File: src/rtl/bnn_pkg.sv
// Shared definitions for the BNN nibble-serial weight-load protocol.
// The transmitter and the receiver both use these so that bus bit positions match.
package bnn_pkg;

  // Default frame length (weight words per frame).
  localparam int DEF_NUM_NEURONS = 8;

  // Bit positions on the 8-bit serial bus.
  localparam int NIBBLE_MSB  = 7;
  localparam int NIBBLE_LSB  = 4;
  localparam int LOAD_EN_BIT = 3;

  // Transmitter FSM states.
  typedef enum logic [2:0] {
    ST_IDLE    = 3'd0,
    ST_FETCH   = 3'd1,
    ST_SEND_LO = 3'd2,
    ST_SEND_HI = 3'd3,
    ST_GAP     = 3'd4,
    ST_DONE    = 3'd5
  } bnn_tx_state_e;

  // Build one load cycle: nibble on the upper bits, load_en set, low bits zero.
  function automatic logic [7:0] ser_word(input logic [3:0] nibble);
    logic [7:0] word_v;
    word_v = '0;
    word_v[NIBBLE_MSB:NIBBLE_LSB] = nibble;
    word_v[LOAD_EN_BIT] = 1'b1;
    return word_v;
  endfunction

endpackage

File: src/rtl/bnn_weight_tx.sv
// Host-side transmitter for the BNN nibble-serial weight-load protocol.
// Each accepted 8-bit word goes out as two adjacent load cycles, low nibble
// first. A pair is never split: abort only takes effect on pair boundaries.
module bnn_weight_tx
  import bnn_pkg::*;
#(
  parameter int NUM_NEURONS = DEF_NUM_NEURONS,
  parameter int GAP_CYCLES  = 1,
  // A single-word frame still needs a one-bit index port.
  localparam int IDX_W = (NUM_NEURONS > 1) ? $clog2(NUM_NEURONS) : 1
) (
  input  logic             clk,
  input  logic             reset,
  input  logic             start,
  input  logic             abort,
  input  logic             word_valid,
  input  logic [7:0]       word_data,
  output logic             word_ready,
  output logic [7:0]       ser_out,
  output logic             busy,
  output logic             done,
  output logic [IDX_W-1:0] neuron_idx
);

  localparam int GAP_W = (GAP_CYCLES > 1) ? $clog2(GAP_CYCLES) : 1;
  localparam logic [GAP_W-1:0] GAP_LAST =
    (GAP_CYCLES > 0) ? GAP_W'(GAP_CYCLES - 1) : '0;
  localparam logic [IDX_W-1:0] IDX_LAST = IDX_W'(NUM_NEURONS - 1);

  bnn_tx_state_e    state_reg;
  logic [7:0]       word_reg;
  logic [7:0]       ser_out_reg;
  logic             busy_reg;
  logic             done_reg;
  logic             abort_pend_reg;
  logic [IDX_W-1:0] idx_reg;
  logic [GAP_W-1:0] gap_cnt_reg;

  // Ready comes straight from the state register so upstream never sees a
  // combinational path from its own valid.
  assign word_ready = (state_reg == ST_FETCH);
  assign ser_out    = ser_out_reg;
  assign busy       = busy_reg;
  assign done       = done_reg;
  assign neuron_idx = idx_reg;

  // FSM with registered outputs: each output is set for the state being entered.
  always_ff @(posedge clk) begin
    if (reset) begin
      state_reg      <= ST_IDLE;
      word_reg       <= '0;
      ser_out_reg    <= '0;
      busy_reg       <= 1'b0;
      done_reg       <= 1'b0;
      abort_pend_reg <= 1'b0;
      idx_reg        <= '0;
      gap_cnt_reg    <= '0;
    end else begin
      // Bus idles low and done is a single-cycle pulse unless set below.
      ser_out_reg <= '0;
      done_reg    <= 1'b0;
      case (state_reg)
        ST_IDLE: begin
          // abort in the same cycle as start keeps us idle
          if (start && !abort) begin
            state_reg <= ST_FETCH;
            idx_reg   <= '0;
            busy_reg  <= 1'b1;
          end
        end
        ST_FETCH: begin
          // abort takes priority over a word offered in the same cycle
          if (abort) begin
            state_reg <= ST_IDLE;
            idx_reg   <= '0;
            busy_reg  <= 1'b0;
          end else if (word_valid) begin
            word_reg       <= word_data;
            ser_out_reg    <= ser_word(word_data[3:0]);
            abort_pend_reg <= 1'b0;
            state_reg      <= ST_SEND_LO;
          end
        end
        ST_SEND_LO: begin
          // The high nibble always follows; an abort here is only remembered.
          ser_out_reg    <= ser_word(word_reg[7:4]);
          abort_pend_reg <= abort;
          state_reg      <= ST_SEND_HI;
        end
        ST_SEND_HI: begin
          if (abort || abort_pend_reg) begin
            state_reg      <= ST_IDLE;
            idx_reg        <= '0;
            busy_reg       <= 1'b0;
            abort_pend_reg <= 1'b0;
          end else if (idx_reg == IDX_LAST) begin
            state_reg <= ST_DONE;
            idx_reg   <= '0;
            done_reg  <= 1'b1;
          end else if (GAP_CYCLES > 0) begin
            state_reg   <= ST_GAP;
            gap_cnt_reg <= '0;
          end else begin
            state_reg <= ST_FETCH;
            idx_reg   <= idx_reg + IDX_W'(1);
          end
        end
        ST_GAP: begin
          if (abort) begin
            state_reg <= ST_IDLE;
            idx_reg   <= '0;
            busy_reg  <= 1'b0;
          end else if (gap_cnt_reg == GAP_LAST) begin
            state_reg <= ST_FETCH;
            idx_reg   <= idx_reg + IDX_W'(1);
          end else begin
            gap_cnt_reg <= gap_cnt_reg + GAP_W'(1);
          end
        end
        ST_DONE: begin
          state_reg <= ST_IDLE;
          busy_reg  <= 1'b0;
        end
        default: begin
          state_reg <= ST_IDLE;
          busy_reg  <= 1'b0;
        end
      endcase
    end
  end

endmodule

File: config.mk
export PLATFORM = sky130hd
export DESIGN_NAME = bnn_weight_tx
export DESIGN_NICKNAME = d
export VERILOG_FILES = /design/src/rtl/bnn_pkg.sv /design/src/rtl/bnn_weight_tx.sv
export SDC_FILE = /design/constraint.sdc
export NUM_CORES = 1
export LEC_CHECK = 0
export BUFFER_PORTS_ARGS = -buffer_cell sky130_fd_sc_hd__buf_4
export CAP_MARGIN = 20
export CORE_MARGIN = 4
export CORE_UTILIZATION = 35
export DETAILED_ROUTE_END_ITERATION = 10
export SYNTH_ARGS = -nofsm -noshare
export SYNTH_HDL_FRONTEND = slang
export SYNTH_SLANG_ARGS = --single-unit
File: constraint.sdc
create_clock -name clk -period 1.5 [get_ports clk]
set_input_delay 0.15 -clock clk [delete_from_list [all_inputs] [get_ports clk]]
set_output_delay 0.15 -clock clk [all_outputs]
set_load 0.005 [all_outputs]
==> results of run 1 <==
## worst max-delay path, delay by kind of cell (launching register included)
kind	cells	cell delay, ps
AND/OR/NAND/NOR	1	230
flip-flops	1	410
buffers and inverters	2	310
## synth_stat cells, drive strengths merged, types with 2 or more instances
master  number  share of area (%)
dfxtp       18                 42
nor2        15                6.6
buf          6                5.0
o21ai        6                3.5
a22oi        5                4.4
a21oi        4                2.3
mux2i        4                4.7
nand2b       4                2.9
inv          3                1.3
nand2        3                1.3
nor3         3                3.1
nor3b        3                3.8
ha           2                2.9
nand3b       2                3.2
nor4         2                2.2
or3          2                2.1
## metal layers
layer | share of wire, % | global-route usage [%]
met1 | 43 | 12.4
met5 | 0 | 0
met3 | 5.7 | 2.04
met2 | 50 | 19.8
met4 | 1.8 | 5.96
## power groups by stage
stage          Combinational [W]  Sequential, W  Clock [W]
2_1_floorplan          0.0000776       0.000508          0
3_3_place_gp            0.000118       0.000511          0
3_5_place_dp            0.000118       0.000512          0
4_1_cts                 0.000119       0.000502   0.000318
5_1_grt                 0.000131       0.000504   0.000333
6_report                0.000117       0.000501   0.000305
## what timing repair did
| action | in CTS | in global routing |
|---|---|---|
| pin swaps | 0 | 0 |
| endpoints found under the setup margin | 1 | 9 |
| resized for setup | 1 | 2 |
## final cells by class
type                       instances  share of cell area [%]
timing repair buffer              25                    17.4
sequential                        18                    33.9
tap                               28                    3.25
inverter                           3                    1.04
clock buffer                       4                    3.36
multi-input combinational         67                    41.1
## cell families (layout without fill, tap and decap cells)
logic type	Yosys count	count (layout)	synth area share, %
buf+inv	10	32	6.74
compound gates	20	20	14.5
fa+ha+maj	2	2	2.93
xor+xnor	1	1	1.03
simple gates	37	37	27.4
other cells	1	3	0.439
flops	18	18	42.2
mux	4	4	4.69
## stage by stage
stage | cells | utilization, %
CTS | 145 | 47.2
finish | 145 | 47.4
floorplan | 95 | -
global placement | 141 | 45.6
detailed placement | 141 | 45.6
global route | 145 | 47.4
## worst max path at each step
stage	end	slack (ps)	cells after the start
final	word_ready	100	3
after detailed placement	neuron_idx[1]	70	4
after global placement	neuron_idx[0]	120	4
after global routing	word_ready	-0.02	3
after floorplan	neuron_idx[1]	260	5
after CTS	word_ready	30	3
==> impl_metrics.toml, run 1 <==
[timing]
final-hold-violation-count = 0
timing.final.crit_period_ps = 1400
fin_tns_setup_ps = 0
maxClockFrequency_mhz = 714
report.final.setup_viol = 0
final-max-slew-violation-count = 0
period_share_pct = 93.3
worst_pin_slew_ps = 517
holdWs_ps = 73.0
slew_headroom_pct = 65.5
finalWorstSetupSlack_ps = 100
timing.clock.skew_ps = 12.1

[critical_path]
cp_slowest_cell = "sky130_fd_sc_hd__dfxtp_4"
r2r_end = "neuron_idx[1]"
criticalPathCategory = "flop to output pin"
cp-start-kind = "flop"
worstSetupStartpoint = "state_reg[0]"
crit_arrival_ps = 1250
worstPathMaxFanout = 8
cpMostUsedCell = "sky130_fd_sc_hd__buf_4"
end_kind = "output pin"
crit_path_max_incr_delay_ps = 410
regToRegSetupSlack_ps = 130
cp_cell_sequence = "buf_4 > nor3b_1 > buf_4"
worst_r2r_path_depth = 5
crit_required_ps = 1350
worstReg2RegStart = "neuron_idx[0]"

[worst_hold_path]
hold-path-endpoint = "word_reg[6]"
hold_path.startpoint = "word_data[6]"
min-delay-path-class = "input pin to flop"
worst_hold_path_depth = 3

[placed_design]
setup_ws_pre_cts_ps = 65.5
gp_congestion = 0.803
dpl_cell_area_mm2 = 0.00104
detailedPlacementHpwl_um = 1290
portBuffers = 23

[synth]
dominantRegCellSynth = "sky130_fd_sc_hd__dfxtp_1"
yosys_register_bits = 18
yosys.cell_types.count = 33
syn_inst = 93
synth.yosys.seq_area_share_pct = 42.2
ys_async_sr_fraction_pct = 0
yosys_warnings = 0
synth-edff-count = 0
post_synth_instance_area_um2 = 853
synthesis.area_per_instance_um2 = 9.18

[floorplan]
placement_rows = 17
pin_count = 27
dieHeight_um = 57.4
die_width_um = 57.4
start_util_pct = 37.5
floorplan.core_area_mm2 = 0.00228
die_area_mm2 = 0.00329

[drt]
vias = 704
post_drt_wl_per_cell_um = 11.5
first_iter_violations = 22
vias_per_cell = 4.86
drt_pass1_iterations = 4
ant_nets = 0
postRouteWirelength_um = 1660
drt_drc_violations_left = 0

[clock_network]
cts_hold_buffers_added = 0
clk_latency_ps = 300
cts_root_buffer = "sky130_fd_sc_hd__clkbuf_4"
cts-buffers-inserted = 3
clock_slew_at_the_register_clock_pins_of_the_worst_setup_and_hold_paths_ps = 110
h_tree_levels = 1
cts_post_setup_buffers_inserted = 0
cts_tree = "built"
clock_tree.buffer_depth = 2
clock_sinks = 18

[pwr]
sw_frac_of_total_pct = 24.0
power_density_mw_per_mm2 = 856
vdd_ir_drop_max_v = 0.000468
post-layout-total-power_w = 0.000924
power_report.internal_total_w = 0.000702
cellLeakagePower_nw = 0.444
netSwitchingPower_w = 0.000222
clock_power_share_pct = 33.0
combinationalPowerShare_pct = 12.7
seq_power_share_pct = 54.3

[run_status]
status = "complete, no violations"

[final_layout]
fin_area_mm2 = 0.00108
layout_common_cells = "25 x sky130_fd_sc_hd__buf_4, 16 x sky130_fd_sc_hd__dfxtp_1, 15 x sky130_fd_sc_hd__nor2_1, 6 x sky130_fd_sc_hd__o21ai_0, 5 x sky130_fd_sc_hd__a22oi_1"
fin_nets = 133
area_of_combinational_cells_with_multiple_inputs_um2 = 443
largest_register_ff_count = 5
regArea_um2 = 365
fillCellCount = 226
layout-drive-gt1-share_pct = 32.5
flow.area_growth_from_synthesis_pct = 26.4
antenna_cells_inserted = 0
leading_cell_type_in_the_layout_fill_and_taps_excluded = "sky130_fd_sc_hd__buf_4"

[flow_run]
maxCapViolations = 0

[global_routing]
maximum_number_of_pins_on_one_net_before_global_route_repair = 16
grt_first_pass_wirelength_um = 2890
grt_pass1_vias = 686
globalRouteOverflowTotal = 0
grt_antenna_before_repair = 0
groute.usage.overall_pct = 11.2
Power figures use the tool's default switching activity.
==> inputs of run 2 (changes only) <==
--- a/config.mk
+++ b/config.mk
@@ -6,7 +6,7 @@
 export NUM_CORES = 1
 export LEC_CHECK = 0
 export BUFFER_PORTS_ARGS = -buffer_cell sky130_fd_sc_hd__buf_4
-export CAP_MARGIN = 20
+export CAP_MARGIN = 30
 export CORE_MARGIN = 4
 export CORE_UTILIZATION = 35
 export DETAILED_ROUTE_END_ITERATION = 10
==> constraint.sdc (replaced) <==
create_clock -name clk -period 1.2 [get_ports clk]
set_input_delay 0.12 -clock clk [delete_from_list [all_inputs] [get_ports clk]]
set_output_delay 0.12 -clock clk [all_outputs]
set_load 0.005 [all_outputs]
==> impl_metrics.toml, run 2 (synthesis gave the netlist of run 1 again) <==
[run_status]
status = "complete, but fails checks"
violations = "negative setup slack"

[global_routing]
grt_pass1_vias = 671
grt_antenna_before_repair = 0
grt_first_pass_wirelength_um = 2900
maximum_number_of_pins_on_one_net_before_global_route_repair = 16
globalRouteOverflowTotal = 0
groute.usage.overall_pct = 11.1

[final_layout]
fin_area_mm2 = 0.00126
layout_common_cells = "33 x sky130_fd_sc_hd__buf_4, 14 x sky130_fd_sc_hd__dfxtp_1, 11 x sky130_fd_sc_hd__nor2_1"
final_core_utilization_pct = 55.4
antenna_cells_inserted = 0
layout-drive-gt1-share_pct = 48.0
flow.area_growth_from_synthesis_pct = 47.8
leading_cell_type_in_the_layout_fill_and_taps_excluded = "sky130_fd_sc_hd__buf_4"
fin_nets = 143
largest_register_ff_count = 5

[clock_network]
cts-buffers-inserted = 3
clock_slew_at_the_register_clock_pins_of_the_worst_setup_and_hold_paths_ps = 110
cts_root_buffer = "sky130_fd_sc_hd__clkbuf_4"
clock_tree.buffer_depth = 2
cts_tree = "built"
clk_latency_ps = 290
clock_sinks = 18
h_tree_levels = 1

[critical_path]
crit_arrival_ps = 1500
crit_required_ps = 1430
worstPathMaxFanout = 4
r2r_end = "neuron_idx[0]"
criticalPathCategory = "flop to flop"
worstSetupStartpoint = "state_reg[1]"
regToRegSetupSlack_ps = -80
cp-start-kind = "flop"
worst_r2r_path_depth = 4
critPathCapture = "neuron_idx[0]"
worstReg2RegStart = "state_reg[1]"
end_kind = "flop"

[pwr]
vdd_ir_drop_max_v = 0.000609
power_density_mw_per_mm2 = 939
cellLeakagePower_nw = 0.513

[drt]
drt_pass1_iterations = 4
post_drt_wl_per_cell_um = 12.2
vias_per_cell = 4.73
first_iter_violations = 7
postRouteWirelength_um = 1890
drt_drc_violations_left = 0
vias = 733
ant_nets = 0

[timing]
setup_repair_after_global_routing_missed_its_margin = "yes"
final-hold-violation-count = 0
report.final.setup_viol = 8
maxClockFrequency_mhz = 783
period_share_pct = 106
holdWs_ps = 62.0
final-max-slew-violation-count = 0
timing.final.crit_period_ps = 1280
timing.clock.skew_ps = 3.39
finalWorstSetupSlack_ps = -77.4

[floorplan]
pin_count = 27
dieHeight_um = 57.4
die_area_mm2 = 0.00329
placement_rows = 17
die_width_um = 57.4
start_util_pct = 37.5
floorplan.core_area_mm2 = 0.00228

[flow_run]
maxCapViolations = 0

[placed_design]
dpl_cell_area_mm2 = 0.00112
portBuffers = 23
detailedPlacementHpwl_um = 1320
gp_congestion = 0.803

[worst_hold_path]
min-delay-path-class = "input pin to flop"
==> run 2: how the worst min path moves through the flow <==
stage	end	slack, ps	depth (start not counted)	startpoint
CTS	word_reg[5]	60	3	word_data[5]
detailed placement	word_reg[5]	360	3	word_data[5]
finish	word_reg[6]	60	3	word_data[6]
global route	word_reg[6]	60	3	word_data[6]
global placement	word_reg[5]	360	3	word_data[5]
floorplan	state_reg[2]	200	1	reset
==> run 2: worst max-delay path, stage by stage (launching register included) <==
cell                      delay [ps]
sky130_fd_sc_hd__dfxtp_4         370
sky130_fd_sc_hd__or3_4           420
sky130_fd_sc_hd__nor3b_4         230
sky130_fd_sc_hd__inv_1            60
sky130_fd_sc_hd__o22ai_1         140
==> run 2: timing repair <==
item	in CTS	in global routing
hold buffers	0	0
setup endpoints to repair	6	16
resized for setup	10	13
pin swaps	4	11
setup buffers	2	0
==> run 2: layer usage <==
layer / up-vias / track usage (%) / share of wire, %
li1: 384 / - / -
met1: 331 / 14.1 / 45
met2: 16 / 17.4 / 49
met3: 2 / 2.26 / 4.3
met4: 0 / 5.96 / 1.4
met5: - / 0 / 0
==> run 2: stage by stage <==
stage          cells  total power [W]  setup TNS [ps]  setup slack [ps]
2_1_floorplan     95         0.000737               0              1.70
3_3_place_gp     149         0.000807            -111             -57.9
3_5_place_dp     149         0.000807            -200             -72.7
4_1_cts          155          0.00118            -184             -73.0
5_1_grt          155          0.00124            -951              -126
6_report         155          0.00118            -230             -77.4
==> run 2: area by class of cell <==
cell class / instances / area, um2
multi-input combinational: 67 / 527
sequential: 18 / 373
clock buffer: 4 / 36.3
tap: 28 / 35.0
timing repair buffer: 35 / 279
inverter: 3 / 11.3
fill: 202 / 1010
==> run 2: report_power, final <==
group / total [W] / internal (W) / switching, W
sequential: 0.000620 / 0.000607 / 0.0000134
combinational: 0.000190 / 0.000101 / 0.0000881
clock: 0.000375 / 0.000185 / 0.000190
total: 0.00118 / 0.000893 / 0.000292
